[src/rtl/mem_arb_pkg.sv]
// Shared types and constants for the unified-memory port arbiter.
package mem_arb_pkg;

  typedef enum logic [1:0] {IDLE, ISSUE, WAIT, RESP} arb_state_e;

  typedef enum logic {OWN_I = 1'b0, OWN_D = 1'b1} arb_owner_e;

  typedef struct packed {
    arb_owner_e  owner;
    logic        we;
    logic [31:0] addr;
    logic [31:0] wdata;
  } arb_req_t;

  localparam logic [31:0] ERR_DATA_DEF = 32'hDEADBEEF;

endpackage

[src/rtl/mem_arb_pick.sv]
// Grant decision between fetch (I) and data (D) requesters, with a counter that
// bounds how many D grants in a row may pass over a waiting I request.
module mem_arb_pick
  import mem_arb_pkg::*;
#(
  parameter int STARVE_MAX = 2
) (
  input  logic clk,
  input  logic reset,
  input  logic i_arb_en,
  input  logic i_ireq,
  input  logic i_dreq,
  output logic o_gnt_i,
  output logic o_gnt_d
);
  localparam int SW = (STARVE_MAX > 0) ? $clog2(STARVE_MAX + 1) : 1;

  logic [SW-1:0] r_starve_cnt;
  logic          w_starved;

  assign w_starved = (r_starve_cnt >= SW'(STARVE_MAX));
  assign o_gnt_d   = i_arb_en & i_dreq & (~i_ireq | ~w_starved);
  assign o_gnt_i   = i_arb_en & i_ireq & ~o_gnt_d;

  // Counts only D grants that bypassed a pending fetch; any other grant clears it.
  always_ff @(posedge clk) begin
    if (reset) begin
      r_starve_cnt <= '0;
    end else if (o_gnt_d && i_ireq) begin
      if (!w_starved) r_starve_cnt <= r_starve_cnt + SW'(1);
    end else if (o_gnt_d || o_gnt_i) begin
      r_starve_cnt <= '0;
    end
  end

endmodule

[src/rtl/mem_port_arbiter.sv]
// Shares one single-port memory between the core's fetch (I) and data (D) ports.
// Every access runs IDLE -> ISSUE -> WAIT -> RESP; all outputs are registered.
module mem_port_arbiter
  import mem_arb_pkg::*;
#(
  parameter int          STARVE_MAX = 2,
  parameter int          TIMEOUT    = 16,
  parameter logic [31:0] ERR_DATA   = ERR_DATA_DEF
) (
  input  logic        clk,
  input  logic        reset,
  input  logic        i_req,
  input  logic [31:0] i_addr,
  output logic [31:0] i_rdata,
  output logic        i_ack,
  input  logic        d_req,
  input  logic        d_we,
  input  logic [31:0] d_addr,
  input  logic [31:0] d_wdata,
  output logic [31:0] d_rdata,
  output logic        d_ack,
  output logic        m_en,
  output logic        m_we,
  output logic [31:0] m_addr,
  output logic [31:0] m_wdata,
  input  logic [31:0] m_rdata,
  input  logic        m_done,
  output logic        bus_err
);
  localparam int            WW        = (TIMEOUT > 1) ? $clog2(TIMEOUT) : 1;
  localparam logic [WW-1:0] WAIT_LAST = WW'(TIMEOUT - 1);

  arb_state_e    r_state, w_state_nxt;
  arb_req_t      r_req, w_req_nxt;
  logic [WW-1:0] r_wait_cnt, w_wait_nxt;
  logic          r_m_en, r_i_ack, r_d_ack, r_bus_err;
  logic          w_m_en_nxt, w_i_ack_nxt, w_d_ack_nxt, w_bus_err_nxt;
  logic [31:0]   r_i_rdata, r_d_rdata, w_i_rdata_nxt, w_d_rdata_nxt;
  logic [31:0]   w_resp_data;
  logic          w_arb_en, w_gnt_i, w_gnt_d;

  assign w_arb_en    = (r_state == IDLE);
  assign w_resp_data = m_done ? m_rdata : ERR_DATA;

  mem_arb_pick #(.STARVE_MAX(STARVE_MAX)) u_pick (
    .clk      (clk),
    .reset    (reset),
    .i_arb_en (w_arb_en),
    .i_ireq   (i_req),
    .i_dreq   (d_req),
    .o_gnt_i  (w_gnt_i),
    .o_gnt_d  (w_gnt_d)
  );

  always_comb begin
    w_state_nxt   = r_state;
    w_req_nxt     = r_req;
    w_wait_nxt    = r_wait_cnt;
    w_m_en_nxt    = 1'b0;
    w_i_ack_nxt   = 1'b0;
    w_d_ack_nxt   = 1'b0;
    w_bus_err_nxt = 1'b0;
    w_i_rdata_nxt = r_i_rdata;
    w_d_rdata_nxt = r_d_rdata;
    case (r_state)
      IDLE: begin
        if (w_gnt_d) begin
          w_req_nxt   = '{owner: OWN_D, we: d_we, addr: d_addr, wdata: d_wdata};
          w_state_nxt = ISSUE;
          w_m_en_nxt  = 1'b1;
        end else if (w_gnt_i) begin
          w_req_nxt   = '{owner: OWN_I, we: 1'b0, addr: i_addr, wdata: '0};
          w_state_nxt = ISSUE;
          w_m_en_nxt  = 1'b1;
        end
      end
      ISSUE: begin
        w_state_nxt = WAIT;
        w_wait_nxt  = '0;
      end
      WAIT: begin
        // m_done takes precedence over an expiring timeout in the same cycle.
        if (m_done || (r_wait_cnt == WAIT_LAST)) begin
          w_state_nxt   = RESP;
          w_bus_err_nxt = ~m_done;
          if (r_req.owner == OWN_D) begin
            w_d_ack_nxt = 1'b1;
            if (!r_req.we) w_d_rdata_nxt = w_resp_data;
          end else begin
            w_i_ack_nxt   = 1'b1;
            w_i_rdata_nxt = w_resp_data;
          end
        end else begin
          w_wait_nxt = r_wait_cnt + WW'(1);
        end
      end
      RESP:    w_state_nxt = IDLE;
      default: w_state_nxt = IDLE;
    endcase
  end

  always_ff @(posedge clk) begin
    if (reset) begin
      r_state    <= IDLE;
      r_req      <= '0;
      r_wait_cnt <= '0;
      r_m_en     <= 1'b0;
      r_i_ack    <= 1'b0;
      r_d_ack    <= 1'b0;
      r_bus_err  <= 1'b0;
      r_i_rdata  <= '0;
      r_d_rdata  <= '0;
    end else begin
      r_state    <= w_state_nxt;
      r_req      <= w_req_nxt;
      r_wait_cnt <= w_wait_nxt;
      r_m_en     <= w_m_en_nxt;
      r_i_ack    <= w_i_ack_nxt;
      r_d_ack    <= w_d_ack_nxt;
      r_bus_err  <= w_bus_err_nxt;
      r_i_rdata  <= w_i_rdata_nxt;
      r_d_rdata  <= w_d_rdata_nxt;
    end
  end

  assign m_en    = r_m_en;
  assign m_we    = r_req.we;
  assign m_addr  = r_req.addr;
  assign m_wdata = r_req.wdata;
  assign i_ack   = r_i_ack;
  assign d_ack   = r_d_ack;
  assign i_rdata = r_i_rdata;
  assign d_rdata = r_d_rdata;
  assign bus_err = r_bus_err;

endmodule
[config.mk]
export PLATFORM = sky130hd
export DESIGN_NAME = mem_port_arbiter
export DESIGN_NICKNAME = d
export VERILOG_FILES = /design/src/rtl/mem_arb_pkg.sv /design/src/rtl/mem_arb_pick.sv /design/src/rtl/mem_port_arbiter.sv
export SDC_FILE = /design/constraint.sdc
export NUM_CORES = 1
export LEC_CHECK = 0
export CAP_MARGIN = 20
export CORE_MARGIN = 2
export CORE_UTILIZATION = 42
export DETAILED_ROUTE_END_ITERATION = 6
export GPL_TIMING_DRIVEN = 0
export MAX_ROUTING_LAYER = met4
export PLACE_DENSITY = 0.8
export SYNTH_ARGS = -nofsm -noshare
export SYNTH_HDL_FRONTEND = slang
export SYNTH_SLANG_ARGS = --single-unit
[constraint.sdc]
create_clock -name clk -period 2.2 [get_ports clk]
set_input_delay 0.55 -clock clk [delete_from_list [all_inputs] [get_ports clk]]
set_output_delay 0.55 -clock clk [all_outputs]
set_load 0.005 [all_outputs]
==> results of run 1 <==
==> Yosys cell counts (2+ instances only) <==
cell / count / area share, %
nand3_1: 3 / 0.25
a311oi_1: 8 / 1.2
o21ai_0: 24 / 2.0
buf_4: 64 / 8.0
a32oi_1: 33 / 4.8
and3b_1: 2 / 0.29
and4b_1: 2 / 0.33
buf_1: 3 / 0.19
a21oi_1: 71 / 5.9
buf_6: 5 / 0.94
clkbuf_1: 35 / 2.2
o221a_2: 33 / 6.2
o211ai_1: 3 / 0.37
and3_1: 2 / 0.21
ha_1: 6 / 1.2
nor2_1: 58 / 3.6
nand4_1: 2 / 0.21
and2_1: 2 / 0.21
o32ai_2: 8 / 2.2
inv_1: 44 / 2.7
nand2b_1: 2 / 0.21
dfxtp_1: 142 / 47
nor3_1: 3 / 0.25
nand2_1: 24 / 1.5
or3_1: 3 / 0.31
o221a_1: 23 / 4.3
buf_2: 13 / 1.1
nand4b_1: 2 / 0.29
nor2b_1: 2 / 0.21
==> metal layers <==
layer,part of all wire (%),global-route usage (%)
met2,48,38.5
met1,43,30.3
met4,3.6,11.9
met3,5.6,5.63
met5,0,-
==> per-stage QoR <==
stage	TNS (ns)	hold WS (ns)
3_5_place_dp	-5.64	0.445
4_1_cts	0	0.453
2_1_floorplan	0	0.432
3_3_place_gp	-4.80	0.438
6_report	0	0.450
5_1_grt	0	0.474
==> state kept, by name (all words and copies together), names as in the netlist <==
signal and flops:
d_rdata 32, m_addr 32, u_pick.r_starve_cnt 2, i_rdata 32
r_wait_cnt 4, i_ack 1, r_state 2, r_req 1
d_ack 1, bus_err 1, m_wdata 32, m_en 1
m_we 1
==> placed cells by master, fill, tap and decap left out, types with 2 or more instances in the layout <==
| cell type | n |
|---|---|
| buf_6 | 5 |
| ha_1 | 6 |
| a21oi_1 | 71 |
| clkbuf_16 | 17 |
| inv_1 | 44 |
| nand4b_1 | 2 |
| o21ai_0 | 24 |
| buf_1 | 3 |
| clkbuf_1 | 37 |
| nor3_1 | 3 |
| o221a_2 | 33 |
| dfxtp_1 | 142 |
| and4b_1 | 2 |
| or3_1 | 3 |
| clkinv_2 | 6 |
| and2_1 | 2 |
| o211ai_1 | 3 |
| and3b_1 | 2 |
| nand2b_1 | 2 |
| o221a_1 | 23 |
| nor2b_1 | 2 |
| a32oi_1 | 33 |
| nor2_1 | 58 |
| nand4_1 | 2 |
| buf_2 | 13 |
| a311oi_1 | 8 |
| buf_4 | 64 |
| and3_1 | 2 |
| clkdlybuf4s50_1 | 264 |
| o32ai_2 | 8 |
| nand3_1 | 3 |
| clkbuf_8 | 5 |
| nand2_1 | 24 |
==> power groups by stage <==
stage	Combinational [W]	Clock (W)	Sequential [W]
6_report	0.00324	0.00271	0.00326
3_3_place_gp	0.00319	0	0.00330
2_1_floorplan	0.00178	0	0.00327
4_1_cts	0.00325	0.00275	0.00326
5_1_grt	0.00350	0.00287	0.00331
3_5_place_dp	0.00323	0	0.00331
==> worst max-delay path, delay by kind of cell, from the launching register on <==
kind | cells | cell delay, ns
buffers and inverters | 3 | 0.84
DFF | 1 | 0.35
AOI/OAI and AO/OA | 1 | 0.30
and+or+nand+nor | 1 | 0.23
adders and majority gates | 1 | 0.22
==> worst max-delay path by stage <==
stage             startpoint                endpoint  depth (start not counted)
2_1_floorplan  r_wait_cnt[0]             i_rdata[19]                          7
3_3_place_gp           d_req  u_pick.r_starve_cnt[0]                          6
3_5_place_dp           d_req             m_wdata[27]                          6
4_1_cts                 m_we                    m_we                          1
5_1_grt           r_state[0]             i_rdata[21]                          6
6_report          r_state[0]             i_rdata[19]                          6
==> cells by family after synthesis <==
kind of cell / share of synthesized area (%)
buffers and inverters: 15.3
flip-flops: 47.3
adder cells (fa/ha/maj): 1.25
AND/OR/NAND/NOR: 8.14
AO/OA/AOI/OAI: 27.8
multiplexers: 0.167
==> final cells by class <==
cell class              count  area (µm²)  share of cell area [%]
clock inverters             7        60.1                   0.636
flip-flops and latches    142        2840                    30.1
inverters                  45         169                    1.79
plain buffers             121         749                    7.94
multi-input cells         325        2250                    23.8
well taps                 180         225                    2.39
clock buffers              24         502                    5.32
repair buffers            264        2640                    28.0
==> run metrics, run 1 <==
Synth async-reset ratio=0%; RSZ-0062 raised after global routing=no; Worst path max stage delay=between 0.5 and 0.6 ns; final clock period utilization by the worst path=90.4%; final hold vios=0; io pins=267; clk buf depth=2; worst skew pair latency=0.42 ns; GPL Wtd Cong=0.893; Tmin final=1.99 ns; Reg2Reg Setup Slack=0.21 ns; die height=124 µm; Avg Synthesized Cell Area=9.49 µm²; vias in the first global route=roughly 5.3k; die width=approximately 120 µm; commonest register cell after synthesis=dfxtp_1; clock tree from TritonCTS=yes; antenna violations before repair=0; Place WS=-0.157 ns; non-filler cells, final=1108; critical path arrival=roughly 2.4 ns; critical path class=flop to flop; GR Overflow Total=0; Setup crit start kind=flop; CP max stage cell=buf_1; maximum VDD drop=0.000699 V; Yosys cell types=40; Power Dens Cells=976 nW/µm²; Mapped Cells=633; ant diodes=0; Clock Skew=0.00928 ns; switching power=0.00264 W; Hold Startpoint=u_pick.r_starve_cnt[0]; Tot Pwr=0.00921 W; layout cells sized above 1=16.7%; Die Area=15300 µm²; YS warnings=0; Post-layout nets=1056; drt first-iter violations=just under 400; pin count of the biggest net entering global routing=17; WHS Path Cells=2; Critical Path Fanout Max=10; CTS sink count=142; Final ANT Viol Nets=0; crit-path cells=inv_1 -> ha_1 -> clkbuf_1 -> nand3b_1 -> buf_1 -> o221a_1; cts repair resizes=0; fin area=9440 µm²; CTS root buf=clkbuf_16; Core Area=13900 µm²; Clk network pwr share=about 30%; via/cell ratio=5.19; Area after DPL=~8900 µm²; leakage power=3.58 nW; Post-Syn Area=6010 µm²; post-synth net total=773; Worst Max-Slew Pin Slew=between 0.6 and 0.7 ns; Cells after DPL=1077; post-synthesis sequential area ratio=47.3%; Max-Slew Margin vs Limit=54.9%; WP data required=2.56 ns; worst hold path class=flop to flop; # Max-Cap Violations=0; max-slew violations=0; reg2reg end=i_rdata[19]; PortBufs=264; final core occ=67.7%; FMAX=0.503 GHz; Synth Register Bits=142; Final WS setup=0.211 ns; Fill cells=1130; routed wire length=18900 µm; TritonRoute pass-1 iters=5; Int Pwr=0.00658 W; first-pass GRT wire length=between 20000 and 30000 µm; number of remaining DRC errors=0; Area Growth Syn to Fin=57.1%; Setup-failing EPs final=0; Total Routing Usage GR=24.7%; R2R Path Start=r_state[0]; H-tree Lvls=4; via count=5756; worst-case reg-to-reg path depth=6; Comb power frac=between 30% and 40%; Initial Utilization=43.1%; postcts setup bufs=0; Crit. End Element=flop; HPWL Detailed=14000 µm; Num CTS Buffers=17; wire length per cell=17.0 µm; fraction of power consumed by sequential logic=a little over a third; Post-CTS Hold Buffers=0; outcome=complete, no violations; Worst Hold End=u_pick.r_starve_cnt[0]; num rows=between 40 and 50; Switching Fraction=between 20% and 30%; Post-synth EDFFs=0; Clock Pin Slew Worst Setup and Hold Paths=0.05 ns
Note: power is estimated with default switching activity, not from simulation.
==> inputs of run 2 (changes only) <==
--- a/config.mk
+++ b/config.mk
@@ -11,7 +11,7 @@
 export DETAILED_ROUTE_END_ITERATION = 6
 export GPL_TIMING_DRIVEN = 0
 export MAX_ROUTING_LAYER = met4
-export PLACE_DENSITY = 0.8
+export PLACE_DENSITY = 0.87
 export SYNTH_ARGS = -nofsm -noshare
 export SYNTH_HDL_FRONTEND = slang
 export SYNTH_SLANG_ARGS = --single-unit
==> run 2 against run 1 <==
Effect of this change:
- total power grew 3.7%
- sequential cell count is the same
- final cell count grew 0.18%
- register-to-register slack is essentially flat
- core utilization grew 0.40 points
- non-clock buffer count is the same
- critical path depth shrank 5
- worst setup slack lost 0.029 ns
- fmax shrank 1.5%
- first-iteration DRC count grew 36%
- combinational power grew 1%
- via count grew 1.8%
==> run metrics, run 2 (synthesis results as in run 1) <==
via count=5860; wire length per cell=between 15 and 20 µm; switching power=0.00275 W; Critical Path Source=m_we; top cell family by delay on the critical path=buffers and inverters; TritonRoute pass-1 iters=5; # Max-Cap Violations=0; Die Area=15300 µm²; postcts setup bufs=0; leakage power=3.59 nW; WP data required=1.65 ns; CTS sink count=142; Storage cell area=~2800 µm²; Place WS=-0.168 ns; H-tree Lvls=4; Power Dens Cells=between 1000 and 1500 nW/µm²; GR peak layer=met2; GR Overflow Total=0; critical path class=flop to primary output; CTS root buf=clkbuf_16; vias in the first global route=approximately 5.5k; drt first-iter violations=roughly 520; Switching Fraction=28.8%; Clock Skew=0.0101 ns; Num CTS Buffers=17; antenna violations before repair=2; first-pass GRT wire length=29600 µm; most common cell after layout, fill and taps aside=clkdlybuf4s50_1; io pins=267; HPWL Detailed=about 14000 µm; die width=roughly 120 µm; CP max stage cell=clkdlybuf4s50_1; PortBufs=264; worst hold path class=flop to flop; RSZ-0062 raised after global routing=no; Final WS setup=0.181 ns; met2 track demand over resource=between 40% and 50%; Crit. End Element=primary output; area of the multi-input gates=2250 µm²; met3 global-route usage=6.73%; maximum VDD drop=~0.00056 V; fraction of power consumed by sequential logic=34.3%; Total Routing Usage GR=a little over a quarter; Post-layout nets=1056; Critical Path Fanout Max=6; outcome=complete, no violations; Final ANT Viol Nets=0; Clk network pwr share=a little under a third; R2R Path Start=r_state[0]; final clock period utilization by the worst path=91.8%; Max-Slew Margin vs Limit=54.9%; Comb power frac=34.3%; Tmin final=2.02 ns; met1 Use GR=a little under a third; CP bufs+invs=1; Post-CTS Hold Buffers=0; critical path arrival=1.47 ns; clock tree from TritonCTS=yes; crit-path cells=clkdlybuf4s50_1; setup TNS=0 ns; Clock Pin Slew Worst Setup and Hold Paths=0.05 ns; Core Area=between 10000 and 15000 µm²; Tot Pwr=approximately 0.0096 W; num rows=43; Worst path max stage delay=about 0.57 ns; cts repair resizes=0; max-slew violations=0; die height=between 100 and 150 µm; layout cells sized above 1=approximately 17%; Initial Utilization=43.1%; Area Growth Syn to Fin=58.0%; via/cell ratio=~5.3; most frequent cells in the layout=clkdlybuf4s50_1 (264), dfxtp_1 (142), a21oi_1 (71); final hold vios=0; GPL Wtd Cong=~0.91; Int Pwr=0.00681 W; Hold Startpoint=u_pick.r_starve_cnt[0]; Fill cells=1052; Setup crit start kind=flop; pin count of the biggest net entering global routing=17; clk buf depth=2; Worst Max-Slew Pin Slew=between 0.6 and 0.7 ns; routed wire length=19500 µm; number of remaining DRC errors=0; FMAX=0.495 GHz; worst skew pair latency=0.43 ns; Setup-failing EPs final=0
run 2: metal layers:
metal  wire, µm  share of wire [%]
met5          0                  0
met4        503                2.6
met3       1260                6.4
met2       9800                 50
met1       7920                 41
run 2: stage by stage:
step	instances	utilization, %	area [µm²]	hold WS [ns]
after floorplan	633	-	6010	0.432
after global placement	1077	63.7	8880	0.440
after detailed placement	1077	63.7	8880	0.445
after CTS	1108	68.1	9490	0.453
after global routing	1110	68.1	9490	0.487
final	1110	68.1	9490	0.450
run 2: worst paths after layout:
check	endpoint	slack [ns]	cells past startpoint
worst min register to register	u_pick.r_starve_cnt[0]	0.45	2
worst max-delay path	m_we	0.18	1
worst min-delay path	u_pick.r_starve_cnt[0]	0.45	2
worst max register to register	i_rdata[21]	0.22	6
run 2: worst reg2reg max path, cell delays in order, from the launching register on:
cell	delay, ns
dfxtp_1	0.35
inv_1	0.09
ha_1	0.22
clkbuf_1	0.20
nand3b_1	0.22
buf_1	0.52
o221a_1	0.32
run 2: area by class of cell:
| type | count | area share, % |
|---|---|---|
| Sequential cell | 142 | 29.9 |
| Timing Repair Buffer | 264 | 27.8 |
| Multi-Input combinational cell | 325 | 23.7 |
| Buffer | 121 | 7.89 |
| Clock buffer | 20 | 4.70 |
| Tap cell | 180 | 2.37 |
| Inverter | 45 | 1.78 |
| Clock inverter | 11 | 1.75 |
| Antenna cell | 2 | 0.0527 |
run 2: power by group through the flow:
| stage | sequential (W) | clock (W) | combinational [W] |
|---|---|---|---|
| 2_1_floorplan | 0.00327 | 0 | 0.00178 |
| 3_3_place_gp | 0.00330 | 0 | 0.00318 |
| 3_5_place_dp | 0.00331 | 0 | 0.00326 |
| 4_1_cts | 0.00327 | 0.00303 | 0.00328 |
| 5_1_grt | 0.00333 | 0.00317 | 0.00355 |
| 6_report | 0.00328 | 0.00300 | 0.00328 |
